**src/rtl/wbu_pkg.sv**
```systemverilog
// Shared encodings for the write-back-unit CSR sequencer: op codes, CSR addresses,
// FSM states and the latched request payload.
package wbu_pkg;

   localparam int unsigned XLEN   = 32;
   localparam int unsigned CSR_AW = 12;
   localparam int unsigned RD_AW  = 5;
   localparam int unsigned OP_W   = 3;

   typedef enum logic [OP_W-1:0] {
      OP_NOP   = 3'b000,
      OP_CSRRW = 3'b001,
      OP_CSRRS = 3'b010,
      OP_CSRRC = 3'b011,
      OP_ECALL = 3'b100,
      OP_MRET  = 3'b101
   } op_e;

   localparam logic [CSR_AW-1:0] CSR_MSTATUS = 12'h300;
   localparam logic [CSR_AW-1:0] CSR_MTVEC   = 12'h305;
   localparam logic [CSR_AW-1:0] CSR_MEPC    = 12'h341;
   localparam logic [CSR_AW-1:0] CSR_MCAUSE  = 12'h342;

   typedef enum logic [1:0] {
      ST_IDLE   = 2'd0,
      ST_READ   = 2'd1,
      ST_COMMIT = 2'd2
   } state_e;

   typedef enum logic [1:0] {
      ALU_PASS = 2'd0,
      ALU_OR   = 2'd1,
      ALU_ANDN = 2'd2
   } alu_op_e;

   typedef struct packed {
      op_e               op;
      logic [CSR_AW-1:0] addr;
      logic [XLEN-1:0]   rs1;
      logic [RD_AW-1:0]  rd_idx;
      logic [XLEN-1:0]   pc;
   } req_t;

   // CSR that must be read for a given request; no-op codes read nothing.
   function automatic logic [CSR_AW-1:0] read_addr(input op_e op, input logic [CSR_AW-1:0] addr);
      logic [CSR_AW-1:0] ra;
      ra = '0;
      unique case (op)
         OP_CSRRW, OP_CSRRS, OP_CSRRC: ra = addr;
         OP_ECALL:                     ra = CSR_MTVEC;
         OP_MRET:                      ra = CSR_MEPC;
         default:                      ra = '0;
      endcase
      return ra;
   endfunction

endpackage

```
**src/rtl/csr_wdata_alu.sv**
```systemverilog
// CSR write-data ALU: pass (csrrw), set bits (csrrs) or clear bits (csrrc).
module csr_wdata_alu
   import wbu_pkg::*;
(
   input  alu_op_e         op_i,
   input  logic [XLEN-1:0] old_i,
   input  logic [XLEN-1:0] rs1_i,
   output logic [XLEN-1:0] wdata_o
);

   always_comb begin
      wdata_o = rs1_i;
      unique case (op_i)
         ALU_OR:   wdata_o = old_i | rs1_i;
         ALU_ANDN: wdata_o = old_i & ~rs1_i;
         default:  wdata_o = rs1_i;
      endcase
   end

endmodule

```
**src/rtl/wbu_csr_seq.sv**
```systemverilog
// Three-cycle CSR / ecall / mret sequencer: accept, read the CSR, then commit
// CSR writes, register writeback and fetch redirect in a single cycle.
module wbu_csr_seq
   import wbu_pkg::*;
#(
   parameter logic [31:0] MCAUSE_ECALL = 32'd11
) (
   input  logic                i_clk,
   input  logic                i_rst_n,
   input  logic                i_valid,
   output logic                o_ready,
   input  logic [OP_W-1:0]     i_op,
   input  logic [CSR_AW-1:0]   i_csr_addr,
   input  logic [XLEN-1:0]     i_rs1_data,
   input  logic [RD_AW-1:0]    i_rd_idx,
   input  logic [XLEN-1:0]     i_pc,
   output logic [CSR_AW-1:0]   o_csr_raddr,
   input  logic [XLEN-1:0]     i_csr_rdata,
   output logic                o_csr_wena1,
   output logic [CSR_AW-1:0]   o_csr_waddr1,
   output logic [XLEN-1:0]     o_csr_wdata1,
   output logic                o_csr_wena2,
   output logic [CSR_AW-1:0]   o_csr_waddr2,
   output logic [XLEN-1:0]     o_csr_wdata2,
   output logic                o_rd_wena,
   output logic [RD_AW-1:0]    o_rd_idx,
   output logic [XLEN-1:0]     o_rd_wdata,
   output logic                o_redirect_valid,
   output logic [XLEN-1:0]     o_redirect_pc,
   output logic                o_done
);

   state_e            state_q, state_d;
   req_t              req_q, req_d;
   logic              ready_q, ready_d;
   logic [CSR_AW-1:0] raddr_q, raddr_d;
   logic              wena1_q, wena1_d, wena2_q, wena2_d;
   logic [CSR_AW-1:0] waddr1_q, waddr1_d, waddr2_q, waddr2_d;
   logic [XLEN-1:0]   wdata1_q, wdata1_d, wdata2_q, wdata2_d;
   logic              rd_wena_q, rd_wena_d;
   logic [RD_AW-1:0]  rd_idx_q, rd_idx_d;
   logic [XLEN-1:0]   rd_wdata_q, rd_wdata_d;
   logic              redir_valid_q, redir_valid_d;
   logic [XLEN-1:0]   redir_pc_q, redir_pc_d;
   logic              done_q, done_d;

   alu_op_e           alu_op;
   logic [XLEN-1:0]   alu_wdata;
   logic [XLEN-1:0]   old;

   // CSR read data is combinational and valid during READ, where it is consumed.
   assign old = i_csr_rdata;

   always_comb begin
      alu_op = ALU_PASS;
      unique case (req_q.op)
         OP_CSRRS: alu_op = ALU_OR;
         OP_CSRRC: alu_op = ALU_ANDN;
         default:  alu_op = ALU_PASS;
      endcase
   end

   csr_wdata_alu u_alu (
      .op_i    (alu_op),
      .old_i   (old),
      .rs1_i   (req_q.rs1),
      .wdata_o (alu_wdata)
   );

   always_ff @(posedge i_clk or negedge i_rst_n) begin
      if (!i_rst_n) begin
         state_q       <= ST_IDLE;
         req_q         <= '0;
         ready_q       <= 1'b1;
         raddr_q       <= '0;
         wena1_q       <= 1'b0;
         waddr1_q      <= '0;
         wdata1_q      <= '0;
         wena2_q       <= 1'b0;
         waddr2_q      <= '0;
         wdata2_q      <= '0;
         rd_wena_q     <= 1'b0;
         rd_idx_q      <= '0;
         rd_wdata_q    <= '0;
         redir_valid_q <= 1'b0;
         redir_pc_q    <= '0;
         done_q        <= 1'b0;
      end else begin
         state_q       <= state_d;
         req_q         <= req_d;
         ready_q       <= ready_d;
         raddr_q       <= raddr_d;
         wena1_q       <= wena1_d;
         waddr1_q      <= waddr1_d;
         wdata1_q      <= wdata1_d;
         wena2_q       <= wena2_d;
         waddr2_q      <= waddr2_d;
         wdata2_q      <= wdata2_d;
         rd_wena_q     <= rd_wena_d;
         rd_idx_q      <= rd_idx_d;
         rd_wdata_q    <= rd_wdata_d;
         redir_valid_q <= redir_valid_d;
         redir_pc_q    <= redir_pc_d;
         done_q        <= done_d;
      end
   end

   // Commit-cycle outputs are computed during READ so they appear registered in COMMIT.
   always_comb begin
      state_d       = state_q;
      req_d         = req_q;
      ready_d       = ready_q;
      raddr_d       = raddr_q;
      wena1_d       = 1'b0;
      waddr1_d      = '0;
      wdata1_d      = '0;
      wena2_d       = 1'b0;
      waddr2_d      = '0;
      wdata2_d      = '0;
      rd_wena_d     = 1'b0;
      rd_idx_d      = '0;
      rd_wdata_d    = '0;
      redir_valid_d = 1'b0;
      redir_pc_d    = '0;
      done_d        = 1'b0;

      unique case (state_q)
         ST_IDLE: begin
            if (i_valid) begin
               req_d.op     = op_e'(i_op);
               req_d.addr   = i_csr_addr;
               req_d.rs1    = i_rs1_data;
               req_d.rd_idx = i_rd_idx;
               req_d.pc     = i_pc;
               raddr_d      = read_addr(op_e'(i_op), i_csr_addr);
               ready_d      = 1'b0;
               state_d      = ST_READ;
            end
         end
         ST_READ: begin
            raddr_d = '0;
            done_d  = 1'b1;
            state_d = ST_COMMIT;
            unique case (req_q.op)
               OP_CSRRW, OP_CSRRS, OP_CSRRC: begin
                  wena1_d    = (req_q.op == OP_CSRRW) || (req_q.rs1 != '0);
                  waddr1_d   = req_q.addr;
                  wdata1_d   = alu_wdata;
                  rd_wena_d  = (req_q.rd_idx != '0);
                  rd_idx_d   = req_q.rd_idx;
                  rd_wdata_d = old;
               end
               OP_ECALL: begin
                  wena1_d       = 1'b1;
                  waddr1_d      = CSR_MEPC;
                  wdata1_d      = req_q.pc;
                  wena2_d       = 1'b1;
                  waddr2_d      = CSR_MCAUSE;
                  wdata2_d      = MCAUSE_ECALL;
                  redir_valid_d = 1'b1;
                  redir_pc_d    = {old[XLEN-1:2], 2'b00};
               end
               OP_MRET: begin
                  redir_valid_d = 1'b1;
                  redir_pc_d    = old;
               end
               default: ;
            endcase
         end
         ST_COMMIT: begin
            ready_d = 1'b1;
            state_d = ST_IDLE;
         end
         default: begin
            ready_d = 1'b1;
            raddr_d = '0;
            state_d = ST_IDLE;
         end
      endcase
   end

   assign o_ready          = ready_q;
   assign o_csr_raddr      = raddr_q;
   assign o_csr_wena1      = wena1_q;
   assign o_csr_waddr1     = waddr1_q;
   assign o_csr_wdata1     = wdata1_q;
   assign o_csr_wena2      = wena2_q;
   assign o_csr_waddr2     = waddr2_q;
   assign o_csr_wdata2     = wdata2_q;
   assign o_rd_wena        = rd_wena_q;
   assign o_rd_idx         = rd_idx_q;
   assign o_rd_wdata       = rd_wdata_q;
   assign o_redirect_valid = redir_valid_q;
   assign o_redirect_pc    = redir_pc_q;
   assign o_done           = done_q;

endmodule
```
**config.mk**
```make
export PLATFORM = sky130hd
export DESIGN_NAME = wbu_csr_seq
export DESIGN_NICKNAME = d
export VERILOG_FILES = /design/src/rtl/wbu_pkg.sv /design/src/rtl/csr_wdata_alu.sv /design/src/rtl/wbu_csr_seq.sv
export SDC_FILE = /design/constraint.sdc
export NUM_CORES = 1
export LEC_CHECK = 0
export BUFFER_PORTS_ARGS = -buffer_cell sky130_fd_sc_hd__buf_2
export CAP_MARGIN = 20
export CORE_UTILIZATION = 50
export CTS_CLUSTER_DIAMETER = 100
export DETAILED_ROUTE_END_ITERATION = 10
export GPL_TIMING_DRIVEN = 0
export PLACE_DENSITY = 0.84
export SETUP_SLACK_MARGIN = 0.02
export SLEW_MARGIN = 5
export SYNTH_ARGS = -nofsm -noshare
export SYNTH_HDL_FRONTEND = slang
export SYNTH_SLANG_ARGS = --single-unit
```
**constraint.sdc**
```tcl
create_clock -name i_clk -period 1.8 [get_ports i_clk]
set_clock_uncertainty 0.15 [all_clocks]
set_input_delay 0 -clock i_clk [delete_from_list [all_inputs] [get_ports i_clk]]
set_output_delay 0 -clock i_clk [all_outputs]
set_load 0.005 [all_outputs]
```
Yosys cells after proc, flatten, opt, wreduce, memory -nomap -nowiden
Index checks and enable logic that the tools add are counted.
{"block": "word_totals", "inputBits": 119, "register_bits": 261, "output_inout_bits": 175, "wordCells": 82}
{"block": "op_classes", "n_mux": 32, "reduce_logical": 10, "n_eq_ne": 15, "n_bitwise": 5}
{"cell": "$pmux W32 S2", "n": 3}
{"cell": "$mux W32", "n": 4}
{"cell": "$pmux W12 S2", "n": 2}
{"cell": "$pmux W12 S3", "n": 1}
{"cell": "$and A32 B32 Y32", "n": 1}
{"cell": "$not A32 Y32", "n": 1}
{"cell": "$or A32 B32 Y32", "n": 1}
{"cell": "$reduce_bool A32 Y1", "n": 1}
{"cell": "$mux W12", "n": 2}
{"cell": "$mux W10", "n": 2}
{"cell": "$eq A3 B2 Y1 const B", "n": 4}
{"cell": "$eq A3 B3 Y1 const B", "n": 4}
{"cell": "$mux W5", "n": 2}
{"cell": "$mux W1", "n": 9}
{"cell": "$mux W4", "n": 2}
{"cell": "$pmux W2 S2", "n": 2}
{"cell": "$eq A3 B1 Y1 const B", "n": 2}
{"cell": "$reduce_and A2 Y1", "n": 3}
{"cell": "$reduce_or A3 Y1", "n": 2}
{"cell": "$reduce_bool A5 Y1", "n": 1}
{"cell": "$eq A2 B1 Y1 const B", "n": 2}
{"cell": "$eq A2 B2 Y1 const B", "n": 2}
{"cell": "$pmux W1 S2", "n": 2}
{"cell": "$logic_not A2 Y1", "n": 1}
{"cell": "other kinds (5)", "n": 6}

Depth between registers and ports, before layout
{"block": "depth", "ltp_word": 6, "mapped_depth": 7}

Cells and area by module
Synthesis repeated with hierarchy kept, for this count alone.
{"block": "hier_totals", "hier_cells": 823, "area_unflattened_um2": 8951.1}
{"module": "wbu_csr_seq", "cells_each": 713, "area_per_inst_um2": 8064.0, "instances": 1}
{"module": "csr_wdata_alu", "cells_each": 110, "area_per_inst_um2": 887.1, "instances": 1}

Worst setup path after synthesis
No wires, ideal clock.
{"block": "synth_timing", "path_kind": "reg-to-reg", "start": "reg req_q[83] in the netlist's numbering", "end": "reg wdata1_q[1] (netlist: o_csr_wdata1[1])", "arrival_ps": 1306, "path_stages_with_launch": 8, "slack_ps": 221, "setup_time_ps": 123, "path_buffers": 3, "required_ps": 1527, "path_cell_list": "dfrtp_1 nand2b_1 buf_2 or2_1 buf_6 buf_6 a21oi_1 o21ai_1"}
{"block": "synth_between", "elab_chain_len": 6, "elab_cells_between_ends": 11, "classes_between": "6 x eq/ne; 4 x mux; 1 x reduce/logical"}
{"item": "from (decl)", "line_no": "wbu_csr_seq.sv:34", "source": "req_t req_q, req_d;"}
{"item": "from (signal assigned)", "line_no": "wbu_csr_seq.sv:90", "source": "req_q <= req_d;"}
{"item": "$eq A3 B2 Y1", "line_no": "wbu_csr_seq.sv:56, wbu_csr_seq.sv:144"}
{"item": "$pmux W2 S2", "line_no": "wbu_csr_seq.sv:56", "source": "unique case (req_q.op)"}
{"item": "$eq A2 B2 Y1 or $eq A2 B1 Y1 (tied branches)", "line_no": "csr_wdata_alu.sv:13", "source": "unique case (op_i)"}
{"item": "$pmux W32 S2", "line_no": "csr_wdata_alu.sv:13"}
{"item": "$pmux W32 S2 (*)", "line_no": "wbu_csr_seq.sv:144", "source": "unique case (req_q.op)"}
{"item": "$mux W32 (*)", "line_no": "wbu_csr_seq.sv:127", "source": "unique case (state_q)"}
{"item": "net wdata1_d[1]", "line_no": "wbu_csr_seq.sv:39", "source": "logic [XLEN-1:0] wdata1_q, wdata1_d, wdata2_q, wdata2_d;"}
{"item": "to (signal assigned)", "line_no": "wbu_csr_seq.sv:95", "source": "wdata1_q <= wdata1_d;"}
{"item": "to (decl)", "line_no": "wbu_csr_seq.sv:39"}
The timed path passes the listed nets; every way through them passes the cells marked *.
A chain may end at the register's enable or synchronous reset.

Worst setup path in the final report
{"block": "layout_timing", "start": "reg req_q[83] in the netlist's numbering", "end": "reg wdata1_q[10] (netlist: o_csr_wdata1[10])"}
The elaborated chain is that of the path after synthesis.

==> out/metrics.cfg <==
[logic_synthesis]
synthArstFlopShare = 1.00
syn_avg_cell_area_um2 = 10.4
syn_area_um2 = 8500
yosysSeqAreaShare = 0.639
syn_inst = 818
ys.warnings.count = 0
synth-seq-cells = 217
synth_enable_flop_cells = 0
yosysUniqueCellTypes = 34
ys.flop_type = dfrtp_1

[outcome]
status = complete, no violations

[global_route]
grt.total_usage = 0.299
grt-ovfl-total = 0
first_global_vias = 7782
antenna_found_initial = 1
grt_max_degree = 111
grt_pass1_wl_um = 40600

[place]
gp_congestion = 0.814
io_buffers = 256
dp_hpwl_um = 16000

[critical_path]
endpoint_kind = flip-flop
critPathLaunchType = flip-flop
worstSetupPathType = flip-flop to flip-flop
required_ps = 2020
critPathMaxFanout = 10
crit_arrival_ps = 1990

[cts]
clk_path_buf_depth = 3
cts_tree = done
cts-root-buf = clkbuf_16
cts.clk_slew.worst_paths_ps = 60
clock_sinks = 217
h-tree-depth = 1
clock_latency_ps = 500
cts_buffers = 22

[sta]
period_minus_slack_ps = 1770
period_share = 0.982
finalHoldWorstSlack_ps = 1.35
fmax_mhz = 565
tightestPinTransition_ps = 793
max_slew_margin = 0.471
setup_violations = 0
grt_setup_unrepaired = yes
hold_viol = 0
slew_violations = 0

[power_and_ir_drop]
power.leakage_nw = 6.84
ir_drop_mv = 0.676
power_density_nw_per_um2 = 1080

[die]
die-area_um2 = 17500
die_w_um = 132
design.core.area_um2 = 16600
initial_core_util = 0.512
rows = 47
die_y_um = 132
io_pins = 294

[drt]
avgRoutedWirePerCell_um = 17.6
drtPass1Iterations = 5
drtIter0Drc = 439
finalWirelength_um = 26300
drc = 0
drt.antenna.violating_nets = 0
via_per_inst = 5.05
vias = 7544

[finish]
final_util = 0.750
syn_to_final_growth_pct = 46.4
drive_above_1_share = 0.328
nNetsFinal = 1377

[hold_path]
hold_path.class = input pin to async pin

[job]
drv_cap = 0

through the flow:
stage | power [mW] | TNS (ps) | instances | cell area (µm²) | setup slack, ps
3_3_place_gp | 8.07 | -645940 | 1330 | 10200 | -2970
3_5_place_dp | 8.17 | -6600 | 1331 | 10200 | -193
2_1_floorplan | 7.18 | 0 | 854 | 8630 | 221
5_1_grt | 14.0 | -85.0 | 1494 | 12400 | -17.5
6_report | 13.4 | 0 | 1494 | 12400 | 31.6
4_1_cts | 13.1 | 0 | 1490 | 12200 | 0.315
synthesized netlist by cell type (2+ instances only):
cell type / number / area [µm²]
clkbuf_1: 20 / 75.1
a21oi_1: 35 / 175
o21ai_1: 30 / 150
and2_1: 76 / 475
nor3_2: 2 / 20.0
buf_2: 8 / 40.0
o21ai_0: 6 / 30.0
buf_4: 49 / 368
buf_6: 6 / 67.6
inv_1: 4 / 15.0
a221o_1: 3 / 30.0
and3_1: 2 / 12.5
inv_2: 2 / 7.51
nor3b_1: 34 / 255
a22o_1: 8 / 70.1
nor3_1: 2 / 10.0
nor2_1: 6 / 22.5
a21o_1: 4 / 30.0
buf_1: 4 / 15.0
nand2_1: 281 / 1050
nor4_1: 8 / 50.1
dfrtp_1: 216 / 5410
timing repair:
| item | 4_1_cts | 5_1_grt |
|---|---|---|
| hold buffers | 118 | 0 |
| hold endpoints to repair | 299 | 0 |
| pin swaps | 1 | 12 |
| buffers inserted | 3 | 3 |
| gates resized for setup | 10 | 64 |
| endpoints found under the setup margin | 119 | 118 |
cell type report:
class / instances / area, µm²
inverter: 6 / 22.5
multi-input combinational: 544 / 2790
clock inverter: 9 / 120
fill: 1122 / 4150
clock buffer: 30 / 632
tap: 220 / 275
sequential: 217 / 5430
antenna: 1 / 2.50
buffer: 86 / 619
timing repair buffer: 381 / 2540
worst max-delay path, stage by stage, from the launching register on:
cell      delay, ps
dfrtp_1         430
nand2b_4        160
buf_6           120
or2_1           240
buf_6           140
buf_12          150
a21oi_2         140
o21ai_1         100
cell usage in the layout, fill, tap and decap left out, types with 3 or more instances in the layout:
master,n
nand2_1,281
buf_2,261
dfrtp_1,215
dlygate4sd3_1,118
and2_1,76
buf_4,53
conb_1,37
nor3b_1,30
o21ai_1,28
a21oi_2,23
clkbuf_16,23
clkbuf_1,14
clkbuf_2,11
a21oi_1,8
nor4_1,8
a22o_1,8
buf_6,7
nor2_1,6
o21ai_0,6
clkinv_2,6
inv_1,4
a21o_1,4
nor3b_2,4
a21oi_4,4
buf_8,3
a221o_1,3
bufinv_16,3
clkbuf_8,3
routing by layer:
metal	vias up	wire [µm]	share of wire	global-route usage
met4	0	1280	0.049	0.160
met2	388	13200	0.50	0.509
li1	3410	-	-	-
met1	3642	10300	0.39	0.366
met3	104	1570	0.060	0.0504
met5	-	0	0	0
state kept, by name, indices dropped and copies added (netlist names), 2 cells and up:
| signal | cells |
|---|---|
| o_csr_waddr1 | 12 |
| o_csr_raddr | 12 |
| req_q | 84 |
| o_redirect_pc | 32 |
| state_q | 2 |
| o_csr_wdata1 | 32 |
| o_rd_wdata | 32 |
| o_rd_idx | 5 |
cell families (layout without fill, tap and decap cells):
group,after synthesis,in the layout,share of synthesized area
AND/OR/NAND/NOR,419,419,0.232
multiplexers,1,1,0.00118
other,1,38,0.000441
buffers and inverters,93,512,0.0692
flip-flops,217,217,0.639
AO/OA/AOI/OAI,87,87,0.0580
final timing paths:
kind	from	to	slack [ps]	cells after the start
worst max-delay path	req_q[83]	o_csr_wdata1[10]	30	7
worst min-delay path	i_rst_n	req_q[73]	1	2
worst max register to register	req_q[83]	o_csr_wdata1[10]	30	7
worst min register to register	req_q[3]	req_q[3]	330	2
max in group asynchronous	i_rst_n	o_rd_wdata[15]	500	3
min in group i_clk	i_rs1_data[6]	req_q[43]	70	4
report_power, final:
| group | switching [mW] | total (mW) | leakage, nW | internal [mW] |
|---|---|---|---|---|
| Sequential | 0.536 | 6.10 | 2.86 | 5.57 |
| Clock | 1.90 | 4.78 | 0.376 | 2.88 |
| Combinational | 1.39 | 2.56 | 3.60 | 1.17 |
| Total | 3.83 | 13.4 | 6.84 | 9.62 |
(Power assumes the default switching activity.)
